### src/rtl/ccff_bitstream_loader.sv
// Streams configuration words MSB-first into the ccff chain head, counts exactly
// CHAIN_LEN shift cycles and folds the bits returning on ccff_tail into a parity.
module ccff_bitstream_loader #(
  parameter int WORD_W    = 32,
  parameter int CHAIN_LEN = 28,
  parameter int CNT_W     = $clog2(CHAIN_LEN + 1)
) (
  input  logic              prog_clk,
  input  logic              pReset,
  input  logic              start,
  input  logic              abort,
  input  logic [WORD_W-1:0] cfg_data,
  input  logic              cfg_valid,
  output logic              cfg_ready,
  output logic              ccff_head,
  output logic              ccff_shift_en,
  input  logic              ccff_tail,
  output logic              busy,
  output logic              done,
  output logic              error,
  output logic              tail_parity
);

  localparam int WL_W = $clog2(WORD_W + 1);
  localparam logic [CNT_W-1:0] LAST_BIT  = CNT_W'(CHAIN_LEN - 1);
  localparam logic [WL_W-1:0]  FULL_WORD = WL_W'(WORD_W);

  typedef enum logic [1:0] {IDLE, LOAD, SHIFT, DONE} state_t;

  state_t            state;
  state_t            state_nxt;
  logic [CNT_W-1:0]  bit_cnt;
  logic [WORD_W-1:0] shreg;
  logic [WL_W-1:0]   word_left;
  logic              start_ok;
  logic              start_busy;
  logic              accept;

  assign start_ok   = start && !abort && (state == IDLE || state == DONE);
  assign start_busy = start && !abort && (state == LOAD || state == SHIFT);
  assign accept     = cfg_valid && cfg_ready;
  assign ccff_head  = shreg[WORD_W-1];

  // Abort wins over everything; the final chain bit ends the load even mid-word.
  always_comb begin
    state_nxt = state;
    if (abort) begin
      state_nxt = IDLE;
    end else begin
      case (state)
        IDLE, DONE: if (start) state_nxt = LOAD;
        LOAD:       if (accept) state_nxt = SHIFT;
        SHIFT: begin
          if (bit_cnt == LAST_BIT)               state_nxt = DONE;
          else if (word_left == WL_W'(1))        state_nxt = LOAD;
        end
        default:    state_nxt = IDLE;
      endcase
    end
  end

  always_ff @(posedge prog_clk or negedge pReset) begin
    if (!pReset) begin
      state         <= IDLE;
      bit_cnt       <= '0;
      shreg         <= '0;
      word_left     <= '0;
      cfg_ready     <= 1'b0;
      ccff_shift_en <= 1'b0;
      busy          <= 1'b0;
      done          <= 1'b0;
      error         <= 1'b0;
      tail_parity   <= 1'b0;
    end else begin
      state         <= state_nxt;
      cfg_ready     <= (state_nxt == LOAD);
      ccff_shift_en <= (state_nxt == SHIFT);
      busy          <= (state_nxt == LOAD) || (state_nxt == SHIFT);
      done          <= (state_nxt == DONE);

      if (start_ok) begin
        bit_cnt     <= '0;
        tail_parity <= 1'b0;
        error       <= 1'b0;
      end else if (start_busy) begin
        error <= 1'b1;
      end

      // A shift already under way in the abort cycle still completes.
      if (state == LOAD && accept) begin
        shreg     <= cfg_data;
        word_left <= FULL_WORD;
      end else if (state == SHIFT) begin
        shreg       <= shreg << 1;
        word_left   <= word_left - WL_W'(1);
        bit_cnt     <= bit_cnt + CNT_W'(1);
        tail_parity <= tail_parity ^ ccff_tail;
      end
    end
  end

endmodule

### config.mk
export PLATFORM = sky130hd
export DESIGN_NAME = ccff_bitstream_loader
export DESIGN_NICKNAME = d
export VERILOG_FILES = /design/src/rtl/ccff_bitstream_loader.sv
export SDC_FILE = /design/constraint.sdc
export NUM_CORES = 1
export LEC_CHECK = 0
export CAP_MARGIN = 20
export CORE_MARGIN = 2
export CORE_UTILIZATION = 58
export CTS_BUF_LIST = sky130_fd_sc_hd__clkbuf_4
export CTS_CLUSTER_SIZE = 14
export DETAILED_ROUTE_END_ITERATION = 16
export HOLD_SLACK_MARGIN = 0.08
export PLACE_DENSITY = 0.87
export SKIP_CTS_REPAIR_TIMING = 1
export SYNTH_ARGS = -nofsm -noshare
export SYNTH_HDL_FRONTEND = slang
export SYNTH_SLANG_ARGS = --single-unit
### constraint.sdc
create_clock -name prog_clk -period 2.93 [get_ports prog_clk]
set_input_delay 0.7325 -clock prog_clk [delete_from_list [all_inputs] [get_ports prog_clk]]
set_output_delay 0.7325 -clock prog_clk [all_outputs]
set_load 0.02 [all_outputs]
# Word level (Yosys, flattened, before mapping)
# Cells that the tools add are included.
[op_classes] mux=18 eq_ne=8 addsub=2 n_reduce_logical=13 bitwise_logic=1
[ops] operator="$mux W32" n=2
[ops] operator="$mux W5" n=3
[ops] operator="$mux W6" n=2
[ops] operator="$mux W2" n=5
[ops] operator="$eq A2 B2 Y1 const B" n=4
[ops] operator="$eq A6 B1 Y1 const B" n=1
[ops] operator="$pmux W2 S3" n=1
[ops] operator="$sub A6 B1 Y6 const B" n=1
[ops] operator="$add A5 B1 Y5 const B" n=1
[ops] operator="$eq A5 B5 Y1 const B" n=1
[ops] operator="$logic_and A1 B1 Y1" n=5
[ops] operator="$mux W1" n=5
[ops] operator="$eq A2 B1 Y1 const B" n=2
[ops] operator="$reduce_bool A2 Y1" n=2
[ops] operator="$logic_or A1 B1 Y1" n=3
[ops] operator="$logic_not A2 Y1" n=1
[ops] operator="$reduce_or A2 Y1" n=1
[ops] operator="$logic_not A1 Y1" n=1
[ops] operator="$xor A1 B1 Y1" n=1
[word_totals] register_bits=51 output_inout_bits=7

# Logic depth before layout (Yosys ltp)
# Gate-level depths: netlist of the first run.
[logic_depth] word_depth=7 depth_mapped=8 ltp_nobuf=7

# Worst setup path after synthesis of the first run
# OpenSTA, ideal clock, no wires.
[synth_path] path_kind="register -> register" startpoint="reg state[0]" endpoint="reg busy" n_path_buf=1 arrival_time_ps=1788 required_time_ps=2817 slack_ps=1029 synth_period_minus_slack_ps=1901 stages_incl_launch_ff=8 cell_sequence="dfrtp_1 inv_1 ha_1 clkbuf_1 a2111oi_0 or4_1 ha_1 inv_1"
[synth_between] elab_chain_len=6
[synth_lines] item="from (decl)" line_no="30" rtl="state_t state;"
[synth_lines] item="from (signal assigned)" line_no="75" rtl="state <= state_nxt;"
[synth_lines] item="$eq A2 B2 Y1 (tied with other cells)" line_no="50" rtl="case (state)"
[synth_lines] item="$reduce_or A2 Y1 / $mux W2 (equally long branches)" line_no="50, 54"
[synth_lines] item="$pmux W2 S3 (*)" line_no="50"
[synth_lines] item="$mux W2 (*)" line_no="47" rtl="if (abort) begin"
[synth_lines] item="$eq A2 B1 Y1 / $eq A2 B2 Y1 (equally long branches)" line_no="78" rtl="busy <= (state_nxt == LOAD) || (state_nxt == SHIFT);"
[synth_lines] item="$logic_or A1 B1 Y1 (*)" line_no="78"
[synth_lines] item="to (signal assigned)" line_no="78"
[synth_lines] item="to (decl)" line_no="18" rtl="output logic busy,"
# Mark *: on every way between the ends. The rest lies on a longest branch, timed or not.
# A chain may end at the register's enable or synchronous reset.

# Final worst setup path of the first run
[layout_path] startpoint="reg cfg_ready" endpoint="out cfg_ready"
[layout_lines] item="from (decl)" line_no="14" rtl="output logic cfg_ready,"
[layout_lines] item="from (signal assigned)" line_no="76" rtl="cfg_ready <= (state_nxt == LOAD);"
# No word-level cell between the ends.

==> out/metrics.yaml, run 1 <==
min_path_type: "primary input to asynchronous set/reset pin"
ctsHtreeMaxLevel: 2
remaining_drc_errors: 0
final-hold-violation-count: 0
final_net_count: 321
initial_core_utilization_pct: 61.0
cpMaxStageDelayCell: "sky130_fd_sc_hd__clkdlybuf4s50_1"
drt_first_pass_iters: 4
fp-row-count: 23
maximum_cell_stage_delay_along_the_critical_path_ns: 0.63
route.antenna.remaining_nets: 0
largest_net_degree_at_the_start_of_global_routing: 47
cts_tree: "done"
grt_setup_unrepaired: "no"
synthesis.instances: 233
layout.filler_cells: 295
die_height_um: 69.1
achievable-frequency_mhz: 465
worst-endpoint-required_ns: 2.20
cpLargestDelayFamily: "buffers and inverters"
floorplan.die_area_mm2: 0.00477
via_count: 1838
drt-wirelength-per-cell_um: 14.5
clkTransAtPathRegs_ns: 0.15
ys_dominant_reg_cell: "sky130_fd_sc_hd__dfrtp_1"
globalRoute.totalOverflow: 0
synth_seq_area_share_pct: 52.0
final.setup_skew_ns: 0.00929
antenna_cells_inserted: 0
synth_fp_nets: 279
worst_ep_arrival_time_ns: 1.42
worst_r2r_startpoint: "state[0]$_DFF_PN0_"
io_buffers: 44
period_needed_ns: 2.15
timing_worst_slew_pin_value_ns: 0.539
ys_seq_elements: 51
critical_path_launch_point_type: "flop"
postSynth.asyncResetShare_pct: 100
peak_supply_drop_mv: 0.485
drt_iter0_drc: 137
cts_root_buffer: "sky130_fd_sc_hd__clkbuf_4"
synthesis.area_mm2: 0.00246
finalMaxSlewViolations: 0
num_io_pins: 45
area_growth_pct: 23.2
design_area_mm2: 0.00303
timing_worst_setup_path_type: "flop to output pin"
post_place_instance_area_mm2: 0.00295
cp-end-kind: "output pin"
crit_chain: "clkdlybuf4s50_1"
fin_total_pwr_uw: 2600
gpl.final_weighted_congestion: 0.805
layout-drive-gt1-share_pct: 6.16
netlist_cell_types: 34
synth.avg_cell_area_um2: 10.5
setup-tns-final_ns: 0
outcome: "finished clean"
grt_first_pass_wirelength_mm: 8.19
cts_buffers: 5
post_drt_via_cell_ratio: 5.64
detail_route.wirelength_mm: 4.71
critPathLaunch: "cfg_ready$_DFF_PN0_"
fp.coreArea_mm2: 0.00403
synth-warning-count: 0
synth_enable_flop_cells: 0
pwr_density_cell_mw_per_mm2: 860
final.period_utilization_pct: 73.4
clk_latency_ns: 0.36
clock_sink_count: 51
worst-path-max-fanout: 5
slew_headroom_pct: 63.2
path_buf_inv: 1
antenna_found_initial: 0
post_placement_setup_slack_ns: 0.581
p_leak_uw: 0.00120
grt_pass1_vias: 1839
setup_viol: 0
dieWidth_um: 69.1
cts.path.max_buffers: 2
postLayoutSetupSlackWorst_ns: 0.779
drv_cap: 0
hpwl_mm: 3.40
grtUsageTotal_pct: 21.3
flip-flops by register name, indices dropped and copies added (netlist names):
name / cells
tail_parity: 1
cfg_ready: 1
error: 1
state: 2
word_left: 6
busy: 1
done: 1
ccff_shift_en: 1
bit_cnt: 5
shreg: 32
power breakdown:
part	total, uW	internal, uW	switching, uW
combinational	1000	487	512
sequential	1200	1000	200
clock	402	180	222
total	2600	1670	934
cells in the mapped netlist (all sizes together), types with 2 or more instances:
cell type / instances / area share [%]
ha: 8 / 4.1
buf: 4 / 0.82
o21ai: 35 / 7.1
or4: 3 / 0.92
clkbuf: 9 / 1.4
nand2: 38 / 5.8
dfrtp: 51 / 52
xor2: 4 / 1.4
nand2b: 6 / 1.5
o2bb2ai: 2 / 0.71
a21o: 3 / 0.92
inv: 7 / 1.1
nand3: 4 / 0.82
o31ai: 2 / 0.61
mux2i: 32 / 13
a211oi: 4 / 1.2
and3: 2 / 0.51
nor2: 3 / 0.46
a21oi: 2 / 0.41
per-stage QoR:
stage / util (%) / cells / hold WS (ns)
final: 75.1 / 326 / 0.312
after global routing: 75.1 / 326 / 0.297
after CTS: 75.1 / 326 / 0.306
after detailed placement: 73.1 / 318 / 0.472
after global placement: 73.1 / 318 / 0.467
after floorplan: - / 233 / 0.437
cell type report:
cell class / count / area, um2 / share of cell area (%)
Multi-Input combinational cell: 162 / 1100 / 36.5
Clock inverter: 3 / 42.5 / 1.41
Clock buffer: 5 / 37.5 / 1.24
Timing Repair Buffer: 48 / 478 / 15.8
Tap cell: 50 / 62.6 / 2.07
Sequential cell: 51 / 1280 / 42.2
Inverter: 7 / 26.3 / 0.868
final timing paths:
path,depth (start not counted),endpoint,slack (ns)
worst max-delay path,1,cfg_ready,0.78
worst min-delay path,1,shreg[20]$_DFFE_PN0P_,0.31
worst max register to register,6,word_left[4]$_DFFE_PN0P_,0.82
worst min register to register,2,error$_DFFE_PN0P_,0.50
max in group asynchronous,2,shreg[9]$_DFFE_PN0P_,2.03
min in group prog_clk,2,error$_DFFE_PN0P_,0.50
layer usage:
| layer | track usage (%) | share of wire [%] | up-vias |
|---|---|---|---|
| met2 | 34.6 | 50 | 42 |
| met4 | 9.37 | 1.4 | 0 |
| met5 | 0 | 0 | - |
| li1 | - | - | 901 |
| met3 | 4.68 | 4.0 | 7 |
| met1 | 27.3 | 44 | 888 |
cells by family after synthesis:
kind of cell,Yosys count,synth area share (%)
flops,51,52.0
buf+inv,20,3.26
xor+xnor,5,1.78
fa+ha+maj,8,4.08
compound gates,55,13.4
mux,32,13.0
simple gates,62,12.4
layout by cell type, fill, tap and decap left out, drive strengths merged, types with 2 or more instances in the layout:
| cell type | count |
|---|---|
| or4 | 3 |
| mux2i | 32 |
| clkdlybuf4s50 | 43 |
| o31ai | 2 |
| nor2 | 3 |
| a211oi | 4 |
| nand2 | 38 |
| nand2b | 6 |
| inv | 8 |
| buf | 5 |
| clkbuf | 5 |
| xor2 | 4 |
| a21o | 3 |
| and3 | 2 |
| dfrtp | 51 |
| a21oi | 2 |
| o21ai | 35 |
| nand3 | 4 |
| ha | 8 |
| o2bb2ai | 2 |
(Power assumes the default switching activity.)
==> inputs of run 2 (changes only) <==
CORE_UTILIZATION = 54   (was 58)
PLACE_DENSITY = 0.82   (was 0.87)
clock period = 1.98 ns   (was 2.93 ns; I/O delays follow)
==> out/metrics.yaml, run 2 (synthesis gave the netlist of run 1 again) <==
peak_supply_drop_mv: 0.787  # +62%
timing_worst_setup_path_type: "flop to flop"
ctsHtreeMaxLevel: 2  # unchanged
post_drt_via_cell_ratio: 5.52  # -2.1%
postLayoutSetupSlackWorst_ns: 0.0209  # -0.758 ns
num_io_pins: 45  # unchanged
globalRouteMet1Util_pct: 27.9  # +0.58 points
via_count: 1883  # +2.4%
fp-row-count: 24  # +4.3%
route.antenna.remaining_nets: 0  # unchanged
fin_cells: 341  # +4.6%
most-common-layout-cells: "sky130_fd_sc_hd__dfrtp_1 (51), sky130_fd_sc_hd__clkdlybuf4s50_1 (43), sky130_fd_sc_hd__nand2_1 (38)"
io_buffers: 44  # unchanged
min_path_type: "primary input to asynchronous set/reset pin"
die_height_um: 71.4  # +3.4%
antenna_cells_inserted: 0  # unchanged
remaining_drc_errors: 0  # unchanged
grtUsageTotal_pct: 20.7  # -0.57 points
cts_root_buffer: "sky130_fd_sc_hd__clkbuf_4"
grt_first_pass_wirelength_mm: 8.26  # +0.84%
critical_path_launch_point_type: "flop"
dp_cells: 330  # +3.8%
cp-end-kind: "flop"
clkTransAtPathRegs_ns: 0.14  # about the same
gpl.final_weighted_congestion: 0.777  # -3.5%
grt_use_met3_pct: 4.08  # -0.60 points
cts_tree: "done"
outcome: "finished clean"
worst-path-max-fanout: 5  # unchanged
clk_latency_ns: 0.36  # about the same
pwr_density_cell_mw_per_mm2: 1270  # +47%
setup_viol: 0  # unchanged
fin_total_pwr_uw: 3990  # +53%
reg.largest.list: "shreg (32), word_left (6), bit_cnt (5)"
largest_net_degree_at_the_start_of_global_routing: 36  # -23%
dieWidth_um: 71.4  # +3.4%
post_placement_setup_slack_ns: -0.172  # -0.754 ns
timing.hold.ws_ns: 0.0871  # -0.225 ns
final-hold-violation-count: 0  # unchanged
timing_worst_slew_pin_value_ns: 0.517  # -0.0220 ns
worst-endpoint-required_ns: 2.25  # +0.05 ns
mostFrequentLayoutCell: "sky130_fd_sc_hd__dfrtp_1"
cts_buffers: 5  # unchanged
period_needed_ns: 1.96
area_growth_pct: 28.2
finalMaxSlewViolations: 0  # unchanged
drt-wirelength-per-cell_um: 14.6  # +0.84%
hpwl_mm: 3.63  # +6.7%
globalRoute.totalOverflow: 0  # unchanged
drv_cap: 0  # unchanged
top_usage_layer: "met2"
cts.path.max_buffers: 2  # unchanged
final.setup_skew_ns: 0.0154  # +0.00608 ns
initial_core_utilization_pct: 56.4  # -4.6 points
grt_pass1_vias: 1833  # -0.33%
top_register: "shreg"
final_net_count: 334  # +4.0%
clock_sink_count: 51  # unchanged
p_leak_uw: 0.00126  # +5.5%
final.period_utilization_pct: 98.9
layout-drive-gt1-share_pct: 11.8  # +5.6 points
slew_headroom_pct: 65.6  # +2.4 points
largest_register_ff_count: 32  # unchanged
gr-usage-met2_pct: 33.8  # -0.77 points
detail_route.wirelength_mm: 4.97  # +5.5%
fp.coreArea_mm2: 0.00435  # +8.1%
drt_first_pass_iters: 4  # unchanged
drt_iter0_drc: 99  # -28%
worst_ep_arrival_time_ns: 2.23  # +0.81 ns
achievable-frequency_mhz: 510
floorplan.die_area_mm2: 0.00510  # +7.0%
worstRegToRegCells: 7  # +1
antenna_found_initial: 0  # unchanged
run 2: final cells by class:
cell class / instances / area (um2)
clock buffers: 6 / 45.0
well taps: 52 / 65.1
fillers: 315 / 1200
multi-input cells: 162 / 1140
clock inverters: 2 / 7.51
repair buffers: 61 / 588
inverters: 7 / 26.3
flip-flops and latches: 51 / 1280
run 2: worst paths after layout:
check | from | to | slack [ns]
max reg2reg | state[0]$_DFF_PN0_ | busy$_DFF_PN0_ | 0.02
min | pReset | done$_DFF_PN0_ | 0.09
min reg2reg | error$_DFFE_PN0P_ | error$_DFFE_PN0P_ | 0.51
max in group asynchronous | pReset | word_left[1]$_DFFE_PN0P_ | 1.35
max | state[0]$_DFF_PN0_ | busy$_DFF_PN0_ | 0.02
min in group prog_clk | error$_DFFE_PN0P_ | error$_DFFE_PN0P_ | 0.51
run 2: layer usage:
metal / vias to the layer above / wire, um
met5: - / 0
met2: 46 / 2470
met4: 0 / 58
met3: 5 / 216
met1: 904 / 2220
li1: 928 / -
run 2: metrics by stage:
step                utilization [%]  setup TNS (ns)  area (um2)
floorplan                         -               0        2460
global placement               69.7          -0.195        3040
detailed placement             69.7          -0.388        3040
CTS                            70.9         -0.0104        3090
global route                   72.3         -0.0340        3150
finish                         72.3               0        3150
run 2: critical path, stage by stage, from the launching register on:
cell	delay, ns
sky130_fd_sc_hd__dfrtp_1	0.44
sky130_fd_sc_hd__inv_2	0.10
sky130_fd_sc_hd__ha_4	0.16
sky130_fd_sc_hd__inv_1	0.07
sky130_fd_sc_hd__o211a_1	0.26
sky130_fd_sc_hd__or4_4	0.52
sky130_fd_sc_hd__ha_1	0.29
sky130_fd_sc_hd__inv_1	0.03
run 2: power by group:
group	total, uW	switching (uW)	internal [uW]	leakage (uW)
logic	1780	868	911	0.000633
clock network	455	309	146	0.0000307
registers	1760	275	1480	0.000598
total	3990	1450	2540	0.00126
